===== config.mk =====
export PLATFORM = sky130hd
export DESIGN_NAME = parking_keypad_entry
export DESIGN_NICKNAME = d
export VERILOG_FILES = /design/src/rtl/parking_keypad_entry.sv
export SDC_FILE = /design/constraint.sdc
export NUM_CORES = 1
export LEC_CHECK = 0
export CAP_MARGIN = 0
export CORE_MARGIN = 2
export CORE_UTILIZATION = 50
export CTS_CLUSTER_DIAMETER = 150
export CTS_CLUSTER_SIZE = 10
export DETAILED_ROUTE_END_ITERATION = 7
export HOLD_SLACK_MARGIN = 0.15
export PLACE_DENSITY = 0.77
export SYNTH_ARGS = -nofsm -noshare
export SYNTH_HDL_FRONTEND = slang
export SYNTH_SLANG_ARGS = --single-unit

===== constraint.sdc =====
create_clock -name clk -period 2.1 [get_ports clk]
set_input_delay 0.525 -clock clk [delete_from_list [all_inputs] [get_ports clk]]
set_output_delay 0.525 -clock clk [all_outputs]
set_load 0.02 [all_outputs]

===== src/rtl/parking_keypad_entry.sv =====
// parking_keypad_entry
//   Driver-side keypad front end for the car park entry gate. While a car is at
//   the entry, bit keys are shifted into a CODE_W-bit code (first key lands in
//   the MSB). Enter on a complete code presents it on password_input, with
//   code_valid held high for HOLD_CYCLES cycles so the gate controller samples
//   a stable value. Clear, inter-key timeout, malformed entry and the car
//   leaving are also handled here. All outputs are registered.
//
//   Ports
//     clk             in   1       system clock, rising edge
//     reset           in   1       asynchronous, active-high
//     car_present     in   1       entry sensor level; arms the keypad
//     key_valid       in   1       one-cycle strobe per key press
//     key_code        in   4       0x0/0x1 bit key, 0xC Clear, 0xE Enter
//     password_input  out  CODE_W  code presented to the gate controller
//     code_valid      out  1       high while password_input carries a code
//     entry_error     out  1       one-cycle pulse on a rejected entry
//     digits_entered  out  3       bits collected so far
//
//   state   | meaning
//   IDLE    | no car, or just left PRESENT/timed out; keys ignored
//   COLLECT | car at entry, assembling the code
//   PRESENT | code driven with code_valid for HOLD_CYCLES cycles

module parking_keypad_entry #(
   parameter int unsigned CODE_W         = 4,
   parameter int unsigned HOLD_CYCLES    = 4,
   parameter int unsigned TIMEOUT_CYCLES = 1000,
   parameter int unsigned BLANK_CODE     = 0
) (
   input  logic              clk,
   input  logic              reset,
   input  logic              car_present,
   input  logic              key_valid,
   input  logic [3:0]        key_code,
   output logic [CODE_W-1:0] password_input,
   output logic              code_valid,
   output logic              entry_error,
   output logic [2:0]        digits_entered
);

   typedef enum logic [1:0] {
      IDLE    = 2'd0,
      COLLECT = 2'd1,
      PRESENT = 2'd2
   } state_t;

   localparam logic [2:0]        COUNT_FULL   = 3'(CODE_W);
   localparam logic [7:0]        HOLD_LOAD    = 8'(HOLD_CYCLES);
   localparam logic [15:0]       TIMEOUT_LAST = 16'(TIMEOUT_CYCLES - 1);
   localparam logic [CODE_W-1:0] BLANK        = CODE_W'(BLANK_CODE);

   localparam logic [3:0] KEY_CLEAR = 4'hC;
   localparam logic [3:0] KEY_ENTER = 4'hE;

   state_t              state_q, state_d;
   logic [CODE_W-1:0]   sreg_q, sreg_d;
   logic [2:0]          count_q, count_d;
   logic [15:0]         timer_q, timer_d;
   logic [7:0]          hold_q, hold_d;
   logic [CODE_W-1:0]   pw_q, pw_d;
   logic                cv_q, cv_d;
   logic                err_q, err_d;
   logic                bit_key;

   assign bit_key = (key_code[3:1] == 3'b000);

   always_ff @(posedge clk or posedge reset) begin
      if (reset) begin
         state_q <= IDLE;
         sreg_q  <= '0;
         count_q <= '0;
         timer_q <= '0;
         hold_q  <= '0;
         pw_q    <= BLANK;
         cv_q    <= 1'b0;
         err_q   <= 1'b0;
      end else begin
         state_q <= state_d;
         sreg_q  <= sreg_d;
         count_q <= count_d;
         timer_q <= timer_d;
         hold_q  <= hold_d;
         pw_q    <= pw_d;
         cv_q    <= cv_d;
         err_q   <= err_d;
      end
   end

   always_comb begin
      state_d = state_q;
      sreg_d  = sreg_q;
      count_d = count_q;
      timer_d = timer_q;
      hold_d  = hold_q;
      pw_d    = pw_q;
      cv_d    = cv_q;
      err_d   = 1'b0;

      case (state_q)
         IDLE: begin
            pw_d    = BLANK;
            cv_d    = 1'b0;
            count_d = '0;
            if (car_present) begin
               state_d = COLLECT;
               sreg_d  = '0;
               timer_d = '0;
            end
         end

         COLLECT: begin
            if (!car_present) begin
               state_d = IDLE;
               count_d = '0;
               sreg_d  = '0;
               timer_d = '0;
            end else if (key_valid) begin
               timer_d = '0;
               if (bit_key) begin
                  if (count_q < COUNT_FULL) begin
                     sreg_d  = {sreg_q[CODE_W-2:0], key_code[0]};
                     count_d = count_q + 3'd1;
                  end else begin
                     err_d = 1'b1;
                  end
               end else if (key_code == KEY_CLEAR) begin
                  count_d = '0;
                  sreg_d  = '0;
               end else if (key_code == KEY_ENTER) begin
                  if (count_q == COUNT_FULL) begin
                     state_d = PRESENT;
                     pw_d    = sreg_q;
                     cv_d    = 1'b1;
                     hold_d  = HOLD_LOAD;
                  end else begin
                     err_d   = 1'b1;
                     count_d = '0;
                     sreg_d  = '0;
                  end
               end
            end else if (timer_q == TIMEOUT_LAST) begin
               // This idle cycle brings the timer to TIMEOUT_CYCLES.
               err_d   = 1'b1;
               count_d = '0;
               sreg_d  = '0;
               timer_d = '0;
               state_d = IDLE;
            end else if (timer_q != 16'hFFFF) begin
               timer_d = timer_q + 16'd1;
            end
         end

         PRESENT: begin
            // hold_q counts the remaining valid cycles including the current one.
            if (hold_q <= 8'd1) begin
               state_d = IDLE;
               pw_d    = BLANK;
               cv_d    = 1'b0;
               count_d = '0;
               hold_d  = '0;
            end else begin
               hold_d = hold_q - 8'd1;
            end
         end

         default: begin
            state_d = IDLE;
         end
      endcase
   end

   assign password_input = pw_q;
   assign code_valid     = cv_q;
   assign entry_error    = err_q;
   assign digits_entered = count_q;

endmodule

Word-level counts from Yosys, hierarchy flattened
Cells that the tools add are included.
{ "word_totals": {"register_bits": 39, "input_bits": 8, "out_inout_bits": 9, "word_cells": 117} }
{ "op_classes": {"n_addsub": 3, "order_cmp": 2, "eq_ne": 24, "mux": 69, "reduce_logical": 11} }
{ "op_table": {"columns": ["cell", "n"], "rows": [
  ["16-bit 2-to-1 mux", 5],
  ["4-bit 2-to-1 mux", 16],
  ["8-bit 2-to-1 mux", 7],
  ["16-bit case mux with 2 select lines", 1],
  ["3-bit 2-to-1 mux", 9],
  ["4-bit != test (second input constant)", 5],
  ["2-bit 2-to-1 mux", 9],
  ["16-bit by 1-bit adder with 16-bit output (second input constant)", 1],
  ["16-bit by 10-bit == test with 1-bit output (second input constant)", 1],
  ["1-bit 2-to-1 mux", 16],
  ["16-bit != test (second input constant)", 1],
  ["2-bit != test (second input constant)", 8],
  ["8-bit case mux with 2 select lines", 1],
  ["7-bit AND reduction", 2],
  ["6-bit != test (second input constant)", 2],
  ["4-bit case mux with 3 select lines", 1],
  ["6-bit AND reduction", 2],
  ["5-bit != test (second input constant)", 2],
  ["3-bit case mux with 3 select lines", 1],
  ["4-bit == test (second input constant)", 2],
  ["8-bit by 1-bit <= comparator with 1-bit output (second input constant)", 1],
  ["4-bit case mux with 2 select lines", 1],
  ["8-bit AND reduction", 1],
  ["8-bit by 1-bit subtractor with 8-bit output (second input constant)", 1],
  ["other kinds (12)", 13]
]} }

Longest topological paths before layout
{ "logic_depth": {"ltp_word": 8, "ltp_mapped": 8, "depth_no_buf": 7} }

Worst setup path before layout
No wires, ideal clock.
{ "synth_timing": {"kind": "reg2reg", "from": "reg timer_q[0]", "to": "reg sreg_q[0]", "t_arrival_ns": 2.058, "t_required_ns": 1.980, "path_slack_ns": -0.077, "path_stages_with_launch": 7, "n_path_buf": 0, "synth_period_minus_slack_ns": 2.177, "path_cell_list": "dfrtp_1 -> ha_1 -> or4b_1 -> or4_4 -> a21oi_4 -> a21boi_1 -> a31o_1"} }
{ "synth_between": {"elab_chain_cells": 3} }
{ "synth_rtl": {"columns": ["item", "line_no", "text"], "rows": [
  ["start, declared", "59", "logic [15:0] timer_q, timer_d;"],
  ["start signal, assigned", "82", "timer_q <= timer_d;"],
  ["16-bit by 10-bit == test with 1-bit output", "142", "end else if (timer_q == TIMEOUT_LAST) begin"],
  ["4-bit != test (no source line)", null, null],
  ["6-bit AND reduction (no source line)", null, null],
  ["end signal, assigned", "80", "sreg_q <= sreg_d;"],
  ["end, declared", "57", "logic [CODE_W-1:0] sreg_q, sreg_d;"]
]} }
Every way passes these cells.
A chain may end at the register's enable or synchronous reset.

Final worst setup path
{ "layout_timing": {"from": "reg timer_q[12]", "to": "reg sreg_q[1]"} }
The elaborated chain is that of the path after synthesis.

==> results.cfg <==
[clock_network]
ctsLongestPathBuffers = 2
cts_root_buffer = clkbuf_8
clkSlewWorstSetupHoldPaths_ns = 0.07
worstSkewPairLatency_ns = 0.30
clkSinkCount = 39
cts_hold_buf = 0
cts_tree = built
htree_levels = 2
cts_inserted_buffers = 5

[floorplan]
die_w_um = 69.1
dieHeight_um = 69.1
pin_count = 17
row_count = 23
core_um2 = 4030
start_util_pct = 52.5
dieArea_um2 = 4770

[cells_and_area]
drive_gt1_share_pct = 20.2
postLayoutCoreUtil_pct = 67.6
final_cell_mix = dfrtp_1 (39), buf_4 (35), nand2_1 (31), o21ai_0 (18), clkdlybuf4s50_1 (16)
diodes = 0
design_area_um2 = 2730
fillers = 333
final_common_cell = dfrtp_1
area_growth_pct = 28.7
stdcell_count = 332
fin_nets = 294

[yosys]
synth.area.top_cells = dfrtp_1 (46%), nand2_1 (5.5%), o21ai_0 (4.5%)
yosysUniqueCellTypes = 47
synth_fp_nets = 240
synth_seq_area_share_pct = 46.1
synth_seq_cells = 39
ys_warn_count = 0
synthFlopType = dfrtp_1
synth-edff-count = 0
syn_area_um2 = 2120
async_flop_share_pct = 100
avgSynthCellArea_um2 = 9.33
yosysTopAreaCellShare_pct = 46.1
synth_cells = 227
synth_area_leader_cell = dfrtp_1

[grt]
grt_use_total_pct = 21.2
grt_max_degree = 40
antenna_found_initial = 0
first_global_vias = 1836
overflow = 0
grt_pass1_wl_mm = 8.20

[detailed_routing]
drt_iter0_drc = 104
first_pass_iters = 4
drc = 0
vias = 1895
antenna_left = 0
wl_mm = 4.77
vias_per_cell = 5.71
avgRoutedWirePerCell_um = 14.4

[run]
cap_viol_max_count = 0

[power_and_ir_drop]
p_leak_nw = 1.21
peakVddDrop_uv = 474
p_per_area_nw_per_um2 = 625
p_total_mw = 1.70

[worst_hold_path]
hp-class = reg2reg

[worst_setup_path]
critPathCaptureType = register
critical_path_class = reg2reg
arrival_ns = 2.32
crit_fanout = 5
start_kind = register
cp.required_ns = 2.29

[sta]
finalMaxSlewViolations = 0
rsz0062_at_grt = true
setup_ws_ns = -0.0319
finalSetupTns_ns = -0.0942
whs_ns = 0.496
relSlewSlack_pct = 67.9
timing.fmax_mhz = 469
clock_skew_ns = 0.00399
hold_viol = 0
fin_crit_ns = 2.13
tightest_slew_ns = 0.481
setup_viol = 5
finalCritPeriodShare_pct = 102

[status]
violations = setup timing
status = finished, violations left

[placement]
port_buffers = 16
dpl.cell_count = 322
hpwl_mm = 3.41
pre_cts_ws_ns = -0.143
gp_congestion = 0.879
placed_area_um2 = 2580
## registers in the layout (all words and copies together) (netlist names)
name	count
timer_q	16
hold_q	8
password_input	4
sreg_q	4
digits_entered	3
state_q	2
code_valid	1
entry_error	1
## critical path, cell delays in order (launching register included)
cell	delay [ns]
dfrtp_1	0.38
or4_4	0.56
or4_4	0.58
a21oi_4	0.22
a21boi_1	0.09
a31o_1	0.20
## synthesized netlist by cell type (2+ instances only)
master,instances
nor4_1,3
xnor2_1,5
o31ai_1,3
and4_1,2
ha_1,5
a21oi_1,4
nor2_1,11
a21o_1,3
nand4b_1,4
a21boi_1,4
xor2_1,2
nand3b_1,2
clkbuf_1,4
o21ai_0,19
and3_1,3
or2_2,2
a31o_1,4
or4_1,3
nand4_1,2
mux2i_1,3
nor2b_1,6
nand2b_1,3
a31oi_1,2
a31o_2,2
nand3_1,13
o21bai_1,2
nor3_1,13
inv_1,7
dfrtp_1,39
nand2_1,31
a22o_1,5
## where the power goes
group	total, mW	internal, mW	switching, mW
Sequential	0.834	0.789	0.0448
Clock	0.650	0.384	0.265
Combinational	0.219	0.103	0.117
## final timing paths
| check | startpoint | end | slack (ns) | cells after the start |
|---|---|---|---|---|
| setup / recovery | timer_q[12] | sreg_q[1] | -0.03 | 5 |
| hold / removal | code_valid | code_valid | 0.50 | 1 |
| setup reg to reg | timer_q[12] | sreg_q[1] | -0.03 | 5 |
| hold reg to reg | code_valid | code_valid | 0.50 | 1 |
| max in group asynchronous | reset | timer_q[1] | 1.11 | 3 |
| min in group asynchronous | reset | password_input[2] | 0.64 | 3 |
## layout make-up
class	instances	area, um^2	share of cell area (%)
clock inverter	2	35.0	1.29
multi-input combinational	177	1120	41.1
inverter	7	26.3	0.964
tap	50	62.6	2.30
timing repair buffer	51	423	15.5
sequential	39	976	35.8
clock buffer	6	82.6	3.03
## cells by family after synthesis
logic type | synth area share, %
AND/OR/NAND/NOR | 26.5
adder cells (fa/ha/maj) | 2.96
buffers and inverters | 1.95
XOR/XNOR | 2.90
AO/OA/AOI/OAI | 18.1
multiplexers | 1.42
flip-flops | 46.1
## layer usage
metal | up-vias | global-route usage, % | share of wire, %
met5 | - | 0 | 0
met2 | 56 | 33.9 | 46
met3 | 8 | 4.68 | 5.2
li1 | 939 | - | -
met4 | 0 | 8.93 | 1.8
met1 | 892 | 28.0 | 47
## what timing repair did
item	CTS	global route
hold endpoints to repair	0	0
setup endpoints to repair	8	18
buffers inserted	1	1
pin swaps	2	1
gates resized for setup	1	4
Note: power is estimated with default switching activity, not from simulation.
